### src/rtl/wb_arbiter.sv
// wb_arbiter: two-port write arbiter in front of a register file.
// Grants one of two write requesters per cycle, registers the winning write
// into a one-deep output stage that drives RW/DA/D_Data, and counts
// contention cycles.
// Optional feature: define WB_BYPASS_EN to forward the in-flight write
// (RW/DA/D_Data) onto the A_Data/B_Data read ports.
//
// Handshake: a write transfers on a rising CLK edge where pN_valid and
// pN_ready are both high. pN_ready is combinational from the valids and
// last_grant, never high without its own valid, and never high on both
// ports together. A requester keeps valid and its payload stable until it
// sees ready at an edge.
module wb_arbiter #(
    parameter int FAIR = 1
) (
    input  logic        CLK,
    input  logic        reset_n,
    input  logic        p0_valid,
    input  logic [4:0]  p0_da,
    input  logic [31:0] p0_data,
    input  logic        p1_valid,
    input  logic [4:0]  p1_da,
    input  logic [31:0] p1_data,
    output logic        p0_ready,
    output logic        p1_ready,
    output logic        RW,
    output logic [4:0]  DA,
    output logic [31:0] D_Data,
    input  logic [4:0]  AA,
    input  logic [4:0]  BA,
    input  logic [31:0] A_Data_rf,
    input  logic [31:0] B_Data_rf,
    output logic [31:0] A_Data,
    output logic [31:0] B_Data,
    output logic [7:0]  conflict_cnt
);

    localparam logic FIXED_PRIO = (FAIR == 0);

    // last_grant: 0 = port 0 was granted last, 1 = port 1 was granted last
    logic        last_grant;
    logic        pick_p0;
    logic        xfer_p0;
    logic        xfer_p1;
    logic        xfer;
    logic [4:0]  sel_da;
    logic [31:0] sel_data;

    // On contention port 0 wins under fixed priority, or when port 1 went last
    assign pick_p0 = FIXED_PRIO | last_grant;

    // Grant logic; forced low while reset is asserted
    always_comb begin
        p0_ready = reset_n & p0_valid & (~p1_valid | pick_p0);
        p1_ready = reset_n & p1_valid & (~p0_valid | ~pick_p0);
    end

    assign xfer_p0  = p0_valid & p0_ready;
    assign xfer_p1  = p1_valid & p1_ready;
    assign xfer     = xfer_p0 | xfer_p1;
    assign sel_da   = xfer_p1 ? p1_da   : p0_da;
    assign sel_data = xfer_p1 ? p1_data : p0_data;

    // Remember which port took the last transfer (da=0 writes included)
    always_ff @(posedge CLK or negedge reset_n) begin
        if (!reset_n) begin
            last_grant <= 1'b1;
        end else if (xfer_p0) begin
            last_grant <= 1'b0;
        end else if (xfer_p1) begin
            last_grant <= 1'b1;
        end
    end

    // Output stage: one-cycle RW pulse per real write; r0 writes are swallowed
    always_ff @(posedge CLK or negedge reset_n) begin
        if (!reset_n) begin
            RW     <= 1'b0;
            DA     <= 5'd0;
            D_Data <= 32'd0;
        end else if (xfer && (sel_da != 5'd0)) begin
            RW     <= 1'b1;
            DA     <= sel_da;
            D_Data <= sel_data;
        end else begin
            RW     <= 1'b0;
        end
    end

    // Saturating count of edges where both ports request
    always_ff @(posedge CLK or negedge reset_n) begin
        if (!reset_n) begin
            conflict_cnt <= 8'd0;
        end else if (p0_valid && p1_valid && (conflict_cnt != 8'hFF)) begin
            conflict_cnt <= conflict_cnt + 8'd1;
        end
    end

`ifdef WB_BYPASS_EN
    // Forward the write being committed this cycle to matching read ports
    always_comb begin
        A_Data = A_Data_rf;
        B_Data = B_Data_rf;
        if (RW && (DA == AA) && (AA != 5'd0)) begin
            A_Data = D_Data;
        end
        if (RW && (DA == BA) && (BA != 5'd0)) begin
            B_Data = D_Data;
        end
    end
`else
    // Read data passes straight through from the register file
    always_comb begin
        A_Data = A_Data_rf;
        B_Data = B_Data_rf;
    end

    logic unused_read_addr;
    assign unused_read_addr = ^{AA, BA};
`endif

endmodule

### config.mk
export PLATFORM = sky130hd
export DESIGN_NAME = wb_arbiter
export DESIGN_NICKNAME = d
export VERILOG_FILES = /design/src/rtl/wb_arbiter.sv
export SDC_FILE = /design/constraint.sdc
export NUM_CORES = 1
export LEC_CHECK = 0
export CAP_MARGIN = 20
export CORE_MARGIN = 10
export CORE_UTILIZATION = 35
export DETAILED_ROUTE_END_ITERATION = 8
export GPL_TIMING_DRIVEN = 0
export HOLD_SLACK_MARGIN = 0.06
export PLACE_DENSITY_LB_ADDON = 0.25
export SYNTH_ARGS = -nofsm -noshare
export SYNTH_HDL_FRONTEND = slang
export SYNTH_SLANG_ARGS = --single-unit
### constraint.sdc
create_clock -name CLK -period 6.2 [get_ports CLK]
set_clock_uncertainty 0.2 [all_clocks]
set_input_delay 0.62 -clock CLK [delete_from_list [all_inputs] [get_ports CLK]]
set_output_delay 0.62 -clock CLK [all_outputs]
set_load 0.02 [all_outputs]
==> impl_metrics.csv, run 1 <==
group,metric,value,unit
min_path,min_path_cells,1,
floorplanning,die-area,12800,µm²
placed_design,routabilityCongestion,0.826,
logic_synthesis,synth_cell_types,35,
final_layout,layout-drive-gt1-share,0.325,
clock_network,clock_latency,0.29,ns
outcome,status,"completed",
sta,max_freq,273,MHz
floorplanning,core,8300,µm²
logic_synthesis,synth_seq_cells,47,
logic_synthesis,ys.warnings.count,0,
pwr,peakVddDrop,0.221,mV
detailed_routing,dr_total_vias,2600,
floorplanning,fp.dieH,113,µm
logic_synthesis,synth_area_leaders,"dfrtp_1, buf_4, mux2_4, mux2_2, buf_12",
clock_network,root_buffer,"clkbuf_8",
sta,hold_viol,0,
logic_synthesis,syn-instance-count,256,
final_layout,area_growth_syn_to_layout,70.9,%
logic_synthesis,syn_avg_cell_area,11.8,µm²
logic_synthesis,syn-cell-area,3030,µm²
clock_network,cts_setup_buffers,0,
sta,finalCriticalPeriod,3.67,ns
clock_network,cts_buffers,5,
sta,setup_viol,0,
pwr,p_per_area,234,nW/µm²
grt,grt_max_degree,35,
placed_design,dpl.hpwl,9.25,mm
logic_synthesis,yosysSeqAreaShare,0.389,
worst_setup_path,arrival,2.85,ns
sta,setup_tns,0,ns
logic_synthesis,synth-edff-count,0,
grt,grt_pass1_wl,16.7,mm
clock_network,cts_tree,"done",
clock_network,h-tree-depth,2,
logic_synthesis,synth_top_area_cell,"dfrtp_1",
logic_synthesis,synth_common_cells,"buf_4, dfrtp_1, mux2_2",
detailed_routing,drc,0,
logic_synthesis,async_reset_ff_frac,1.00,
final_layout,nFillCells,680,
clock_network,hold_buffers,1,
logic_synthesis,netlist.area_leader.share,0.380,
run,max_cap_violations,0,
worst_setup_path,ff2ff_path_depth,5,
detailed_routing,wl_per_cell,19.3,µm
pwr,p_leak,2.26,nW
clock_network,cts_resized,0,
logic_synthesis,synthFlopType,"dfrtp_1",
floorplanning,io_pins,264,
placed_design,io_buffers,189,
clock_network,clk_pin_slew,0.08,ns
min_path,hold_path.startpoint,"D_Data[25]",
grt,first_global_vias,2888,
worst_setup_path,crit_path_start,"reset_n",
final_layout,finalNonFillerCells,560,
detailed_routing,drt_pass1_iterations,4,
worst_setup_path,crit_required,5.38,ns
detailed_routing,antenna_left,0,
detailed_routing,routed_via_density,4.64,
sta,slew_violations,0,
worst_setup_path,startpoint_type,"input pin",
floorplanning,start_util,0.365,
sta,rsz0062_at_grt,"false",
logic_synthesis,synth_nets,409,
sta,tightest_slew,0.580,ns
grt,antenna_found_initial,0,
detailed_routing,wirelength,10.8,mm
final_layout,fin_nets,607,
sta,relSlewSlack,0.614,
worst_setup_path,end_kind,"output port",
floorplanning,fp-row-count,33,
sta,period_share,0.592,
clock_network,clock_sinks,47,
min_path,hp-class,"flip-flop to flip-flop",
grt,grt_overflow,0,
worst_setup_path,reg2reg_from,"last_grant",
placed_design,placed_cells,551,
clock_network,clk_path_buf_depth,2,
grt,grt_use_total,0.159,
logic_synthesis,yosysMostFrequentCell,"buf_4",
worst_setup_path,path_max_fanout,34,
detailed_routing,drtIter0Drc,58,
floorplanning,die_w,113,µm
worst_setup_path,critPathKind,"input pin to output port",
final_layout,diodes,0,
-- path summary, 6_finish.rpt --
check,to,slack (ns)
max,p1_ready,2.53
min,D_Data[25],0.31
max reg2reg,D_Data[28],3.86
min reg2reg,D_Data[25],0.31
max in group asynchronous,last_grant,4.62
min in group asynchronous,D_Data[6],0.59
-- final cells by class --
type                       instances  area [µm²]  share of cell area
timing repair buffer             191        1920               0.370
multi-input combinational        127        1250               0.241
sequential                        47        1180               0.227
buffer                            74         576               0.111
tap                              105         131              0.0254
clock buffer                       6        82.6              0.0160
inverter                           8        30.0             0.00580
clock inverter                     2        16.3             0.00314
-- sequential cells by signal (all words and copies together) (netlist names) --
name and flops:
DA 5, D_Data 32, last_grant 1, conflict_cnt 8
RW 1
-- cell families (layout without fill, tap and decap cells) --
| logic type | after synthesis | count (layout) | synth area share |
|---|---|---|---|
| flip-flops | 47 | 47 | 0.389 |
| buffers and inverters | 82 | 281 | 0.200 |
| XOR/XNOR | 4 | 4 | 0.0116 |
| multiplexers | 65 | 65 | 0.276 |
| adder cells (fa/ha/maj) | 1 | 1 | 0.00413 |
| AND/OR/NAND/NOR | 29 | 29 | 0.0483 |
| AO/OA/AOI/OAI | 28 | 28 | 0.0710 |
-- critical path: stages --
cell	delay, ns
dlygate4sd3_1	0.52
buf_2	0.39
buf_12	0.26
nand2_1	0.21
inv_1	0.17
clkdlybuf4s50_1	0.66
-- through the flow --
step / hold slack, ns / total power, mW / util / instance area, µm² / worst slack (ns)
2_1_floorplan: 0.124 / 0.737 / - / 3030 / 3.81
3_3_place_gp: 0.290 / 1.01 / 0.609 / 5050 / 0.924
3_5_place_dp: 0.285 / 1.03 / 0.611 / 5070 / 2.89
4_1_cts: 0.312 / 1.23 / 0.624 / 5180 / 2.45
5_1_grt: 0.332 / 1.28 / 0.624 / 5180 / 2.35
6_report: 0.312 / 1.21 / 0.624 / 5180 / 2.53
-- layout by cell type, fill, tap and decap left out, drive strengths merged, types with 3 or more instances in the layout --
master,synthesis,routed
nand3,3,3
inv,8,8
nand2,10,10
dfrtp,46,46
buf,69,71
a22o,4,4
clkbuf,5,11
o21ai,3,3
clkdlybuf4s50,0,188
nor2,5,5
a32o,5,5
xnor2,4,4
a21oi,7,7
mux2,65,65
-- power by group --
group,switching [mW],total (mW),internal [mW]
sequential,0.0523,0.429,0.377
combinational,0.251,0.587,0.336
clock,0.106,0.197,0.0912
-- layer usage --
metal	up-vias	track usage	wire length (µm)
met5	-	0	0
met4	0	0.0178	21
met3	3	0.0734	1220
met2	153	0.288	5670
met1	1215	0.168	3910
li1	1229	-	-
Note: power is estimated with default switching activity, not from simulation.
==> run 2, diff against run 1 <==
Settings changed: CORE_UTILIZATION 35 to 29.
Clock period 6.2 ns to 3.05 ns, I/O delays scaled along.
==> impl_metrics.csv, run 2 (same netlist as run 1, synthesis figures left out) <==
group,metric,value,unit
outcome,status,"completed",
sta,setup_tns,0,ns
clock_network,cts_buffers,5,
final_layout,final_cell_area,5220,µm²
worst_setup_path,reg2reg_from,"last_grant",
clock_network,clk_pin_slew,0.09,ns
final_layout,final_common_cell,"clkdlybuf4s50_1",
worst_setup_path,r2r_slack,0.64,ns
worst_setup_path,crit_path_top_delay_cell,"clkdlybuf4s50_1",
run,max_cap_violations,0,
worst_setup_path,arrival,2.31,ns
sta,rsz0062_at_grt,"false",
worst_setup_path,end_kind,"output port",
detailed_routing,routed_via_density,4.42,
pwr,p_seq_frac,0.358,
grt,grt_pass1_wl,15.8,mm
pwr,p_comb_frac,0.488,
sta,period_share,0.921,
final_layout,largest_reg_flops,32,
pwr,peakVddDrop,0.354,mV
worst_setup_path,cp_cell_sequence,"dlygate4sd3_1 > buf_2 > buf_12 > nand2_1 > inv_1 > clkdlybuf4s50_1",
worst_setup_path,path_buf_inv,5,
sta,relSlewSlack,0.607,
floorplanning,io_pins,264,
final_layout,area_growth_syn_to_layout,72.4,%
clock_network,root_buffer,"clkbuf_8",
detailed_routing,drc,0,
clock_network,cts_tree,"done",
worst_setup_path,crit_required,2.54,ns
pwr,switching_share,0.337,
final_layout,fin_nets,608,
worst_setup_path,slowest_delay,0.65,ns
pwr,p_per_area,466,nW/µm²
grt,grt_use_total,0.133,
floorplanning,die-area,14900,µm²
worst_setup_path,critPathKind,"input pin to output port",
pwr,power.net_switching,820,µW
sta,setup_viol,0,
grt,antenna_found_initial,0,
sta,max_freq,356,MHz
sta,slew_violations,0,
grt,grt_max_degree,29,
sta,hold_viol,0,
pwr,internal-power,1.61,mW
floorplanning,start_util,0.296,
final_layout,ff_latch_area,1180,µm²
detailed_routing,wirelength,10.7,mm
final_layout,largest_registers,"D_Data (32), conflict_cnt (8), DA (5)",
pwr,clkPwrFrac,0.154,
sta,tightest_slew,0.589,ns
floorplanning,die_w,122,µm
grt,grt_overflow,0,
placed_design,io_buffers,189,
grt,first_global_vias,2871,
final_layout,layout-drive-gt1-share,0.325,
floorplanning,fp-row-count,37,
detailed_routing,wl_per_cell,18.1,µm
final_layout,top_register,"D_Data",
final_layout,layout_common_cells,"clkdlybuf4s50_1, buf_4, dfrtp_1",
placed_design,routabilityCongestion,0.884,
pwr,p_leak,2.26,nW
worst_setup_path,startpoint_type,"input pin",
worst_setup_path,endpoint,"p1_ready",
worst_setup_path,path_delay_family,"buffers and inverters",
clock_network,h-tree-depth,2,
worst_setup_path,path_max_fanout,28,
detailed_routing,antenna_left,0,
floorplanning,core,10200,µm²
clock_network,cts_setup_buffers,0,
placed_design,placed_area,5110,µm²
floorplanning,fp.dieH,122,µm
final_layout,multiInputGateArea,1250,µm²
min_path,hp-class,"flip-flop to flip-flop",
sta,finalCriticalPeriod,2.81,ns
clock_network,clock_latency,0.29,ns
final_layout,nFillCells,910,
placed_design,dpl.hpwl,9.06,mm
clock_network,clk_path_buf_depth,2,
detailed_routing,dr_total_vias,2619,
worst_setup_path,ff2ff_path_depth,5,
detailed_routing,drt_pass1_iterations,4,
worst_setup_path,crit_path_start,"reset_n",
clock_network,clock_sinks,47,
worst_setup_path,r2r-end,"D_Data[4]",
detailed_routing,drtIter0Drc,63,
final_layout,diodes,0,
worst_setup_path,path_depth,6,
run 2: through the flow:
step | instances | utilization | total power [mW] | hold slack [ns] | setup slack (ns)
finish | 592 | 0.510 | 2.43 | 0.308 | 0.240
global route | 592 | 0.510 | 2.58 | 0.334 | 0.0274
CTS | 592 | 0.510 | 2.48 | 0.310 | 0.188
detailed placement | 582 | 0.499 | 2.08 | 0.146 | 0.185
global placement | 581 | 0.498 | 2.07 | 0.293 | -1.87
floorplan | 256 | - | 1.50 | -0.191 | 0.934
run 2: final cells by class:
type | count | share of cell area
Tap cell | 136 | 0.0326
Timing Repair Buffer | 192 | 0.371
Multi-Input combinational cell | 127 | 0.239
Clock buffer | 6 | 0.0139
Buffer | 74 | 0.110
Inverter | 8 | 0.00575
Clock inverter | 2 | 0.00240
Sequential cell | 47 | 0.225
run 2: how the worst min path moves through the flow:
stage                    start              end  slack [ns]  cells past startpoint
2_1_floorplan          reset_n            DA[0]       -0.19                      0
3_3_place_gp   conflict_cnt[5]  conflict_cnt[5]        0.29                      1
3_5_place_dp           reset_n            DA[2]        0.15                      1
4_1_cts                reset_n            DA[2]        0.31                      3
5_1_grt                  DA[4]            DA[4]        0.33                      1
6_report                 DA[2]            DA[2]        0.31                      1
run 2: timing repair:
action / CTS / global route
hold buffers: 2 / 0
endpoints found under the hold margin: 24 / 0
gates resized for setup: 0 / 0
run 2: power by group through the flow:
stage                     clock, mW  sequential, mW  combinational, mW
after floorplan                   0            1.04              0.453
after global placement            0           0.876               1.19
after detailed placement          0           0.882               1.20
after CTS                     0.396           0.874               1.21
after global routing          0.420           0.900               1.26
final                         0.374           0.871               1.19
run 2: layer usage:
layer,vias to the layer above,GRT usage,share of wire
met1,1229,0.138,0.36
met2,152,0.245,0.51
met3,5,0.0592,0.12
li1,1233,-,-
met4,0,0.0258,0.0048
met5,-,0,0
run 2: worst register-to-register path: cells and delay by family (launching register included):
kind	cells	cell delay (ns)
multiplexers	2	0.66
flip-flops	1	0.56
buffers and inverters	1	0.51
AND/OR/NAND/NOR	1	0.29
AO/OA/AOI/OAI	1	0.07
